<file path="config.mk">
export PLATFORM = sky130hd
export DESIGN_NAME = deadlock_cycle_recorder
export DESIGN_NICKNAME = d
export VERILOG_FILES = /design/src/rtl/deadlock_rec_pkg.sv /design/src/rtl/dl_rec_fifo.sv /design/src/rtl/deadlock_cycle_recorder.sv
export SDC_FILE = /design/constraint.sdc
export NUM_CORES = 1
export LEC_CHECK = 0
export CAP_MARGIN = 15
export CORE_UTILIZATION = 50
export DETAILED_ROUTE_END_ITERATION = 10
export PLACE_DENSITY = 0.68
export SYNTH_ARGS = -nofsm -noshare
export SYNTH_HDL_FRONTEND = slang
export SYNTH_HIERARCHICAL = 1
export SYNTH_SLANG_ARGS = --single-unit
</file>
<file path="constraint.sdc">
create_clock -name clock -period 4.1 [get_ports clock]
set_input_delay 0.41 -clock clock [delete_from_list [all_inputs] [get_ports clock]]
set_output_delay 0.41 -clock clock [all_outputs]
set_load 0.01 [all_outputs]
</file>
<file path="src/rtl/deadlock_rec_pkg.sv">
// rtl/deadlock_rec_pkg.sv - shared record kinds, FSM encoding and width helpers
package deadlock_rec_pkg;

   // Record kinds carried in rec_data[REC_W-1 -: 2]
   localparam logic [1:0] KIND_START = 2'd0;
   localparam logic [1:0] KIND_HOP   = 2'd1;
   localparam logic [1:0] KIND_END   = 2'd2;
   localparam logic [1:0] KIND_TOTAL = 2'd3;

   // Recorder FSM encoding
   localparam logic [2:0] ST_IDLE     = 3'd0;
   localparam logic [2:0] ST_FILTER   = 3'd1;
   localparam logic [2:0] ST_DETECTED = 3'd2;
   localparam logic [2:0] ST_REPORT   = 3'd3;
   localparam logic [2:0] ST_DONE     = 3'd4;

   // Bits needed to name one process; never less than one
   function automatic int idx_width(input int proc_num);
      return ($clog2(proc_num) < 1) ? 1 : $clog2(proc_num);
   endfunction

   // Record layout: {kind[1:0], cycle_id[7:0], value[IDX_W-1:0]}
   function automatic int rec_width(input int proc_num);
      return 2 + 8 + idx_width(proc_num);
   endfunction

endpackage

</file>
<file path="src/rtl/dl_rec_fifo.sv">
// rtl/dl_rec_fifo.sv - record FIFO, accepts a push into a full FIFO only alongside a pop
module dl_rec_fifo #(
   parameter int WIDTH = 12,
   parameter int DEPTH = 16
) (
   input  logic             clock,
   input  logic             reset,
   input  logic             push,
   input  logic [WIDTH-1:0] push_data,
   input  logic             pop,
   output logic             full,
   output logic             empty,
   output logic [WIDTH-1:0] head
);
   localparam int AW = $clog2(DEPTH);

   logic [WIDTH-1:0] mem [DEPTH];
   logic [AW:0]      wr_ptr;
   logic [AW:0]      rd_ptr;
   logic             do_push;
   logic             do_pop;

   // Pointer compare with a wrap bit tells full from empty
   always_comb begin
      empty   = (wr_ptr == rd_ptr);
      full    = (wr_ptr[AW] != rd_ptr[AW]) && (wr_ptr[AW-1:0] == rd_ptr[AW-1:0]);
      do_pop  = pop && !empty;
      do_push = push && (!full || do_pop);
      head    = mem[rd_ptr[AW-1:0]];
   end

   // Storage needs no reset: entries are only visible between the pointers
   always_ff @(posedge clock) begin
      if (do_push) mem[wr_ptr[AW-1:0]] <= push_data;
   end

   // Pointers advance on accepted push/pop; reset empties the FIFO at once
   always_ff @(posedge clock or negedge reset) begin
      if (!reset) begin
         wr_ptr <= '0;
         rd_ptr <= '0;
      end else begin
         if (do_push) wr_ptr <= wr_ptr + 1'b1;
         if (do_pop)  rd_ptr <= rd_ptr + 1'b1;
      end
   end

endmodule

</file>
<file path="src/rtl/deadlock_cycle_recorder.sv">
// rtl/deadlock_cycle_recorder.sv - deadlock filter, cycle walker and record emitter
module deadlock_cycle_recorder
   import deadlock_rec_pkg::*;
#(
   parameter int  PROC_NUM      = 4,
   parameter int  FIFO_DEPTH    = 16,
   parameter int  STABLE_CYCLES = 4,
   localparam int IDX_W         = idx_width(PROC_NUM),
   localparam int REC_W         = rec_width(PROC_NUM)
) (
   input  logic                clock,
   input  logic                reset,
   input  logic [PROC_NUM-1:0] dl_in_vec,
   output logic                dl_detect_out,
   output logic [PROC_NUM-1:0] origin,
   output logic                token_clear,
   output logic                rec_valid,
   input  logic                rec_ready,
   output logic [REC_W-1:0]    rec_data,
   output logic                overflow,
   output logic                done
);
   localparam int               CNT_W      = $clog2(STABLE_CYCLES + 1);
   localparam logic [CNT_W-1:0] CNT_TARGET = CNT_W'(STABLE_CYCLES);

   logic [2:0]          state;
   logic [PROC_NUM-1:0] filt_val;
   logic [PROC_NUM-1:0] detect_reg;
   logic [PROC_NUM-1:0] done_reg;
   logic [PROC_NUM-1:0] origin_reg;
   logic [PROC_NUM-1:0] prev_hop;
   logic [PROC_NUM-1:0] pending;
   logic [PROC_NUM-1:0] origin_hot;
   logic [CNT_W-1:0]    count;
   logic [CNT_W-1:0]    count_next;
   logic [7:0]          cycle_id;
   logic [IDX_W-1:0]    origin_idx;
   logic [IDX_W-1:0]    lo_idx;
   logic [IDX_W-1:0]    hi_idx;
   logic                hits_origin;
   logic                push;
   logic                pop;
   logic                full;
   logic                empty;
   logic [REC_W-1:0]    push_data;

   // Lowest not-yet-closed detected process opens the next cycle; a hop is named by its highest bit
   always_comb begin
      pending    = detect_reg & ~done_reg;
      origin_hot = pending & (~pending + 1'b1);
      lo_idx     = '0;
      hi_idx     = '0;
      for (int i = PROC_NUM - 1; i >= 0; i--) begin
         if (pending[i]) lo_idx = IDX_W'(i);
      end
      for (int i = 0; i < PROC_NUM; i++) begin
         if (dl_in_vec[i]) hi_idx = IDX_W'(i);
      end
   end

   // Observable outputs and the single record (if any) produced this cycle
   always_comb begin
      hits_origin   = (dl_in_vec & origin_reg) != '0;
      dl_detect_out = |detect_reg;
      origin        = (state == ST_DETECTED) ? origin_hot : '0;
      token_clear   = (state == ST_REPORT) && hits_origin;
      done          = (state == ST_DONE);
      count_next    = (state == ST_FILTER && dl_in_vec == filt_val) ? count + 1'b1 : CNT_W'(1);
      push          = 1'b0;
      push_data     = '0;
      case (state)
         ST_DETECTED: begin
            push = 1'b1;
            if (pending != '0) push_data = {KIND_START, cycle_id, lo_idx};
            else               push_data = {KIND_TOTAL, cycle_id - 8'd1, {IDX_W{1'b0}}};
         end
         ST_REPORT: begin
            if (hits_origin) begin
               push      = 1'b1;
               push_data = {KIND_END, cycle_id, origin_idx};
            end else if (dl_in_vec != '0 && dl_in_vec != prev_hop) begin
               push      = 1'b1;
               push_data = {KIND_HOP, cycle_id, hi_idx};
            end
         end
         default: ;
      endcase
   end

   // Recorder FSM: filter a stable blocked vector, then walk cycles until every detected process is closed
   always_ff @(posedge clock or negedge reset) begin
      if (!reset) begin
         state      <= ST_IDLE;
         filt_val   <= '0;
         count      <= '0;
         detect_reg <= '0;
         done_reg   <= '0;
         origin_reg <= '0;
         origin_idx <= '0;
         prev_hop   <= '0;
         cycle_id   <= 8'd1;
      end else begin
         case (state)
            ST_IDLE, ST_FILTER: begin
               if (dl_in_vec == '0) begin
                  state <= ST_IDLE;
                  count <= '0;
               end else begin
                  filt_val <= dl_in_vec;
                  count    <= count_next;
                  if (count_next == CNT_TARGET) begin
                     state      <= ST_DETECTED;
                     detect_reg <= dl_in_vec;
                  end else begin
                     state <= ST_FILTER;
                  end
               end
            end
            ST_DETECTED: begin
               if (pending != '0) begin
                  origin_reg <= origin_hot;
                  origin_idx <= lo_idx;
                  prev_hop   <= origin_hot;
                  state      <= ST_REPORT;
               end else begin
                  state <= ST_DONE;
               end
            end
            ST_REPORT: begin
               if (hits_origin) begin
                  done_reg <= done_reg | (dl_in_vec & detect_reg) | origin_reg;
                  if (cycle_id != 8'hFF) cycle_id <= cycle_id + 8'd1;
                  state <= ST_DETECTED;
               end else if (dl_in_vec != '0 && dl_in_vec != prev_hop) begin
                  prev_hop <= dl_in_vec;
               end
            end
            default: state <= ST_DONE;
         endcase
      end
   end

   // A record that finds the FIFO full with no pop is lost; remember that
   always_ff @(posedge clock or negedge reset) begin
      if (!reset)                    overflow <= 1'b0;
      else if (push && full && !pop) overflow <= 1'b1;
   end

   assign rec_valid = !empty;
   assign pop       = rec_valid && rec_ready;

   dl_rec_fifo #(
      .WIDTH (REC_W),
      .DEPTH (FIFO_DEPTH)
   ) u_fifo (
      .clock     (clock),
      .reset     (reset),
      .push      (push),
      .push_data (push_data),
      .pop       (pop),
      .full      (full),
      .empty     (empty),
      .head      (rec_data)
   );

endmodule

</file>
==> results of run 1 <==
[how the worst max path moves through the flow]
stage | startpoint | end | slack, ns | depth (start not counted)
finish | u_fifo/rd_ptr[0] | rec_data[2] | 0.51 | 5
floorplan | dl_in_vec[3] | u_fifo/mem[11][0] | 0.92 | 7
global route | u_fifo/rd_ptr[0] | rec_data[1] | 0.40 | 5
global placement | dl_in_vec[3] | u_fifo/mem[5][6] | 0.76 | 7
detailed placement | dl_in_vec[3] | u_fifo/mem[5][5] | 0.74 | 7
CTS | u_fifo/rd_ptr[0] | rec_data[2] | 0.47 | 5
[per-stage QoR]
step	area, um^2	util	instances
finish	11500	0.585	916
global placement	10600	0.543	871
floorplan	10100	-	591
detailed placement	10600	0.543	871
CTS	11500	0.585	916
global route	11500	0.585	916
[final cells by class]
cell class	count	area, um^2
Tap cell	265	332
Fill cell	1486	8130
Timing Repair Buffer	48	438
Clock inverter	14	164
Inverter	9	33.8
Sequential cell	239	6950
Multi-Input combinational cell	311	2900
Clock buffer	30	644
[metal layers]
metal / global-route usage / vias to the layer above / wire length (um)
met5: 0 / - / 0
met4: 0.0873 / 0 / 719
met3: 0.0260 / 40 / 1240
met2: 0.327 / 200 / 9670
met1: 0.317 / 2771 / 9270
li1: - / 2394 / -
[cell families after synthesis]
kind of cell,count (synthesis),synth area share
AOI/OAI and AO/OA,79,0.0586
xor gates and xnor gates,32,0.0294
adders and majority gates,8,0.00996
buffers and inverters,41,0.0218
DFF,239,0.691
muxes,56,0.118
and+or+nand+nor,136,0.0721
[timing repair]
| action | CTS | global route |
|---|---|---|
| endpoints found under the hold margin | 26 | 0 |
| hold buffers | 1 | 0 |
| gates resized for setup | 0 | 0 |
[synthesized netlist by cell type (5+ instances only)]
cell type	n	area, um^2
buf_6	5	56.3
o21ai_0	11	55.1
and3_1	13	81.3
nor2b_1	13	81.3
a21oi_1	8	40.0
nor2_1	20	75.1
nand2b_1	8	50.1
ha_1	8	100
xnor2_1	17	149
a22oi_1	25	188
mux4_2	48	1080
a21o_1	6	45.0
clkbuf_1	13	48.8
a22o_1	7	61.3
edfxtp_1	192	5770
nand2_1	42	158
inv_1	9	33.8
dfrtp_1	46	1150
nand4_1	8	50.1
nand3_1	8	40.0
buf_2	9	45.0
xor2_1	13	114
[power breakdown]
| group | total [mW] | switching, mW | internal (mW) |
|---|---|---|---|
| logic | 1.24 | 0.623 | 0.615 |
| registers | 2.74 | 0.118 | 2.62 |
| clock network | 2.21 | 0.898 | 1.31 |
==> impl_metrics.json, run 1 <==
{
  "drv_cap": 0,
  "arrival_ns": 3.18,
  "vdd_drop_max_mv": 0.314,
  "root_buffer": "clkbuf_16",
  "grt_first_pass_wirelength_um": 32200,
  "rsz0062_at_grt": "false",
  "r2r_start": "u_fifo/rd_ptr[0]",
  "dp_hpwl_um": 13400,
  "grt_use_total": 0.215,
  "largest_register_ffs": 192,
  "cp-end-kind": "output port",
  "die_height_um": 144,
  "cts_tree": "yes",
  "power_mw": 6.19,
  "period_needed_ns": 3.59,
  "worstRegToRegCells": 8,
  "avgRoutedWirePerCell_um": 22.8,
  "row_count": 51,
  "drive_gt1_frac": 0.201,
  "syn_inst": 591,
  "p_per_area_nw_per_um2": 540,
  "min_path_type": "reg -> reg",
  "cp_slowest_cell": "dfrtp_4",
  "synth_area_um2": 10100,
  "io-pin-count": 28,
  "synth_cell_type_count": 60,
  "overflow": 0,
  "synth-edff-count": 192,
  "drt.antenna.violating_nets": 0,
  "core_um2": 19600,
  "worst_pin_slew_ns": 0.850,
  "layout_commonest_cell": "edfxtp_1",
  "hold_violations": 0,
  "start_kind": "flop",
  "htree_levels": 1,
  "drc": 0,
  "viasPerCell": 5.90,
  "tns_ns": 0,
  "clk_pin_slew_ns": 0.06,
  "initial_core_util": 0.513,
  "place_congestion": 0.953,
  "synthToLayoutAreaGrowth_pct": 14.0,
  "final_cell_mix": "edfxtp_1, mux4_2, dfrtp_1",
  "cpPeakStageDelay_ns": 0.74,
  "max_freq_mhz": 279,
  "fin_crit_sh": 0.875,
  "holdPathStages": 1,
  "postSynth.asyncResetShare": 0.197,
  "postSynthAreaPerCell_um2": 17.0,
  "ys.flop_type": "edfxtp_1",
  "power_leakage_nw": 3.77,
  "crit_fanout": 28,
  "slew_violations": 0,
  "worstPathCellList": "buf_12 > mux4_2 > a22oi_1 > nand2_1 > clkdlybuf4s50_1",
  "n_antenna_cell": 0,
  "timing.rr.end": "u_fifo/mem[9][10]",
  "cp_top_family": "buffers and inverters",
  "dpl_worst_slack_ns": 0.742,
  "routed_wl_um": 20900,
  "clk-insertion-delay-late_ns": 0.51,
  "die_area_um2": 20700,
  "antenna_found_initial": 0,
  "drt_iter0_markers": 515,
  "dieWidth_um": 144,
  "crit_type": "reg -> out",
  "worstHoldEndpoint": "overflow",
  "cts_sinks": 239,
  "dr.pass1.iters": 5,
  "portBuffers": 27,
  "cts_inserted_buffers": 24,
  "synth-seq-cells": 239,
  "yosys_warnings": 6,
  "fin_ws_ns": 0.511,
  "fin_skew_ns": 0.00711,
  "maxSlewHeadroom": 0.432,
  "rrSetupSlack_ns": 1.20,
  "post-cts-setup-buffer-count": 0,
  "status": "finished, final reports clean",
  "nNetsFinal": 648,
  "critPathBufInv": 2,
  "synth.yosys.seq_area_share": 0.691,
  "vias": 5405,
  "worstHoldStart": "overflow",
  "max-clock-path-buffers": 3,
  "grt_pass1_vias": 5397,
  "hold_ws_ns": 0.475,
  "setup_viol": 0,
  "synth_nets": 606,
  "grt_max_degree": 49,
  "required_ns": 3.69
}
No activity file was read; power rests on OpenSTA's default activity.
==> run 2, diff against run 1 <==
- CTS_CLUSTER_DIAMETER: unset -> 30
==> run 2 against run 1 <==
Against the previous run:
- the flow now finishes with violations (negative hold slack)
- final area is 4.6% higher
- non-clock buffer count down 1
- clock power increased by 50%
- via count up 2.1%
- fmax is 0.72% higher
- register-to-register slack about the same
- highest routed layer unchanged
==> impl_metrics.json, run 2 (same netlist as run 1, synthesis figures left out) <==
{
  "portBuffers": 27,
  "cp_top_family": "buffers and inverters",
  "period_needed_ns": 3.56,
  "hold_violations": 33,
  "drt_iter0_markers": 539,
  "cts_tree": "yes",
  "slew_violations": 0,
  "drv_cap": 0,
  "fin_crit_sh": 0.869,
  "vdd_drop_max_mv": 0.366,
  "max_freq_mhz": 281,
  "status": "finished with violations",
  "post-cts-setup-buffer-count": 0,
  "fin_skew_ns": 0.0165,
  "rsz0062_at_grt": "false",
  "die_area_um2": 20700,
  "cts_sinks": 239,
  "cts_inserted_buffers": 39,
  "cpPeakStageDelay_ns": 0.74,
  "required_ns": 3.69,
  "cts-resized-gates": 0,
  "power_leakage_nw": 4.04,
  "io-pin-count": 28,
  "min_path_type": "in -> async",
  "worst_pin_slew_ns": 0.853,
  "antenna_found_initial": 0,
  "arrival_ns": 3.15,
  "grt_use_total": 0.221,
  "drive_gt1_frac": 0.229,
  "row_count": 51,
  "start_kind": "flop",
  "p_per_area_nw_per_um2": 609,
  "root_buffer": "clkbuf_16",
  "grt_first_pass_wirelength_um": 33000,
  "dp_hpwl_um": 13400,
  "grt_pass1_vias": 5553,
  "overflow": 0,
  "layout_commonest_cell": "edfxtp_1",
  "largest_register_ffs": 192,
  "clk_pin_slew_ns": 0.05,
  "core_um2": 19600,
  "crit_type": "reg -> out",
  "vias": 5518,
  "grt_max_degree": 49,
  "cp_slowest_cell": "dfrtp_4",
  "initial_core_util": 0.513,
  "die_height_um": 144,
  "power_mw": 7.30,
  "n_antenna_cell": 0,
  "drt.antenna.violating_nets": 0,
  "place_congestion": 0.953,
  "htree_levels": 2,
  "synthToLayoutAreaGrowth_pct": 19.3,
  "violations": "negative hold slack",
  "viasPerCell": 5.86,
  "routed_wl_um": 21300,
  "nNetsFinal": 662,
  "critPathBufInv": 2,
  "dieWidth_um": 144,
  "dr.pass1.iters": 5,
  "drc": 0,
  "clk-insertion-delay-late_ns": 0.52,
  "setup_viol": 0,
  "cts_hold_repair.buffers": 0,
  "crit_fanout": 28,
  "max-clock-path-buffers": 3,
  "maxSlewHeadroom": 0.430,
  "tns_ns": 0,
  "avgRoutedWirePerCell_um": 22.7,
  "worstPathCellList": "buf_12 > mux4_2 > a22oi_1 > nand2_1 > clkdlybuf4s50_1",
  "cp-end-kind": "output port",
  "final_cell_mix": "edfxtp_1, mux4_2, dfrtp_1",
  "hold_ws_ns": -0.0114
}
-- run 2: per-stage QoR --
| step | cells | setup WS, ns | area (um^2) | utilization | hold WS (ns) |
|---|---|---|---|---|---|
| after global placement | 871 | 0.764 | 10600 | 0.543 | 0.467 |
| after global routing | 942 | 0.377 | 12000 | 0.612 | 0.0522 |
| final | 942 | 0.537 | 12000 | 0.612 | -0.0114 |
| after floorplan | 591 | 0.920 | 10100 | - | 0.114 |
| after CTS | 942 | 0.476 | 12000 | 0.612 | 0.00254 |
| after detailed placement | 871 | 0.742 | 10600 | 0.543 | 0.450 |
-- run 2: worst paths after layout --
path	slack, ns	to	start	cells past startpoint
max	0.54	rec_data[1]	u_fifo/rd_ptr[0]	5
min	-0.01	filt_val[1]	reset	1
max reg2reg	1.20	u_fifo/mem[9][1]	u_fifo/rd_ptr[0]	8
min reg2reg	0.47	overflow	overflow	1
max in group asynchronous	3.41	u_fifo/rd_ptr[0]	reset	2
min in group clock	0.47	overflow	overflow	1
-- run 2: metal layers --
| layer | wire length, um | up-vias | share of wire | global-route usage |
|---|---|---|---|---|
| met5 | 0 | - | 0 | 0 |
| met4 | 708 | 0 | 0.033 | 0.0901 |
| met3 | 1550 | 41 | 0.073 | 0.0427 |
| met2 | 9700 | 234 | 0.45 | 0.331 |
| met1 | 9380 | 2805 | 0.44 | 0.321 |
| li1 | - | 2438 | - | - |
-- run 2: area by class of cell --
| class | count | area (um^2) |
|---|---|---|
| well taps | 265 | 332 |
| clock buffers | 46 | 1030 |
| clock inverters | 25 | 315 |
| multi-input cells | 311 | 2900 |
| repair buffers | 47 | 428 |
| fillers | 1423 | 7600 |
| inverters | 9 | 33.8 |
| flip-flops and latches | 239 | 6950 |
-- run 2: worst reg2reg max path, stage by stage, from the launching register on --
cell	delay, ns
dfrtp_4	0.74
xnor2_1	0.20
nand4_2	0.18
or2_4	0.31
inv_1	0.08
nor2b_1	0.04
buf_4	0.16
o31a_4	0.44
and3_1	0.42
-- run 2: report_power, final --
group,internal (mW),switching (mW)
sequential,2.63,0.121
clock,2.19,1.13
combinational,0.614,0.620
total,5.44,1.87
==> run 3, diff against run 2 <==
- CTS_BUF_LIST: unset -> sky130_fd_sc_hd__clkbuf_4
- HOLD_SLACK_MARGIN: unset -> 0.08
- SLEW_MARGIN: unset -> 20
==> run 3 against run 2 <==
Against the previous run:
- the run now ends clean
- sequential power hardly changed
- final area is 5.1% lower
- combinational power hardly changed
==> impl_metrics.json, run 3 (same netlist as run 1, synthesis figures left out) <==
{
  "top_usage_layer": "met2",
  "overflow": 0,
  "layout_commonest_cell": "edfxtp_1",
  "initial_core_util": 0.513,
  "cts_sinks": 239,
  "slew_violations": 0,
  "portBuffers": 27,
  "status": "finished, final reports clean",
  "antenna_found_initial": 1,
  "crit_type": "reg -> out",
  "synthToLayoutAreaGrowth_pct": 13.2,
  "post_dp_cell_area_um2": 10600,
  "required_ns": 3.69,
  "fin_skew_ns": 0.0617,
  "drt.antenna.violating_nets": 0,
  "final_cell_mix": "edfxtp_1, clkbuf_4, mux4_2",
  "maxSlewHeadroom": 0.443,
  "stdcell_area_um2": 11400,
  "dr.pass1.iters": 5,
  "max-clock-path-buffers": 3,
  "setup_viol": 0,
  "nNetsFinal": 682,
  "use_met3": 0.0500,
  "seq_area_um2": 6950,
  "routed_wl_um": 21100,
  "multi_input_area_um2": 2900,
  "drv_cap": 0,
  "grtUsageMet1": 0.308,
  "drc": 0,
  "power_mw": 5.85,
  "max_freq_mhz": 270,
  "cts_tree": "yes",
  "tns_ns": 0,
  "viasPerCell": 5.70,
  "min_path_type": "in -> async",
  "clk_pin_slew_ns": 0.06,
  "grt_use_total": 0.219,
  "drive_gt1_frac": 0.259,
  "place_congestion": 0.953,
  "fillCellCount": 1519,
  "grt_first_pass_wirelength_um": 32700,
  "io-pin-count": 28,
  "dp.cells": 871,
  "fin_cells": 976,
  "root_buffer": "clkbuf_4",
  "dp_hpwl_um": 13400,
  "die_area_um2": 20700,
  "core_um2": 19600,
  "fin_crit_sh": 0.905,
  "row_count": 51,
  "power_leakage_nw": 3.82,
  "grtUsageMet2": 0.325,
  "cts_hold_repair.buffers": 1,
  "avgRoutedWirePerCell_um": 21.6,
  "cp-end-kind": "output port",
  "drt_iter0_markers": 572,
  "vdd_drop_max_mv": 0.276,
  "cts_inserted_buffers": 58,
  "worst_pin_slew_ns": 0.834,
  "vias": 5566,
  "htree_levels": 2,
  "rsz0062_at_grt": "false",
  "die_height_um": 144,
  "arrival_ns": 3.30,
  "cts-resized-gates": 0,
  "clk-insertion-delay-late_ns": 0.71,
  "dieWidth_um": 144,
  "worstRegToRegCells": 8,
  "crit_fanout": 28,
  "post-cts-setup-buffer-count": 0,
  "period_needed_ns": 3.71,
  "grt_max_degree": 49,
  "largest_register_ffs": 192,
  "start_kind": "flop",
  "p_per_area_nw_per_um2": 514,
  "grt_pass1_vias": 5684,
  "hold_violations": 0
}
==> run 3: cell types whose count changed in the layout (fill, tap and decap cells not counted), sizes merged <==
cell | previous run | this run
clkinvlp | 2 | 0
dlygate4sd3 | 0 | 1
clkinv | 12 | 17
clkbuf | 46 | 86
bufinv | 6 | 0
inv | 14 | 9
diode | 0 | 1
==> run 3: power by group <==
| part | leakage [nW] | switching [mW] | total [mW] | internal (mW) |
|---|---|---|---|---|
| combinational | 1.33 | 0.619 | 1.23 | 0.615 |
| clock | 0.435 | 0.910 | 1.87 | 0.962 |
| sequential | 2.06 | 0.118 | 2.74 | 2.62 |
| total | 3.82 | 1.65 | 5.85 | 4.20 |
==> run 3: metal layers <==
layer  up-vias  routed length (um)  share of wire
met5         -                   0              0
met4         0                 703          0.033
met3        43                1480          0.070
met2       238                9710           0.46
met1      2783                9190           0.44
li1       2502                   -              -
==> run 3: worst paths after layout <==
| kind | startpoint | to | slack [ns] |
|---|---|---|---|
| setup / recovery | u_fifo/rd_ptr[0] | rec_data[1] | 0.39 |
| hold / removal | reset | cycle_id[3] | 0.35 |
| setup reg to reg | u_fifo/rd_ptr[0] | u_fifo/mem[9][1] | 1.15 |
| hold reg to reg | overflow | overflow | 0.48 |
| max in group asynchronous | reset | u_fifo/rd_ptr[0] | 3.04 |
| min in group clock | overflow | overflow | 0.48 |
==> run 3: cell type report <==
class	count	share of cell area
clock inverter	17	0.00715
clock buffer	86	0.0567
multi-input combinational	311	0.255
inverter	9	0.00297
sequential	239	0.610
tap	265	0.0291
antenna	1	0.000220
timing repair buffer	48	0.0385
==> run 3: stage by stage <==
stage	utilization	setup WS (ns)	hold slack [ns]
after floorplan	-	0.920	0.114
after detailed placement	0.543	0.742	0.450
after global placement	0.543	0.764	0.467
final	0.581	0.391	0.353
after global routing	0.581	0.150	0.378
after CTS	0.581	0.290	0.328
==> run 3: worst max-delay path: stages (launching register included) <==
cell             delay (ns)
dfrtp_4                0.74
buf_12                 0.30
mux4_2                 0.57
a22oi_1                0.37
nand2_1                0.10
clkdlybuf4s50_1        0.49
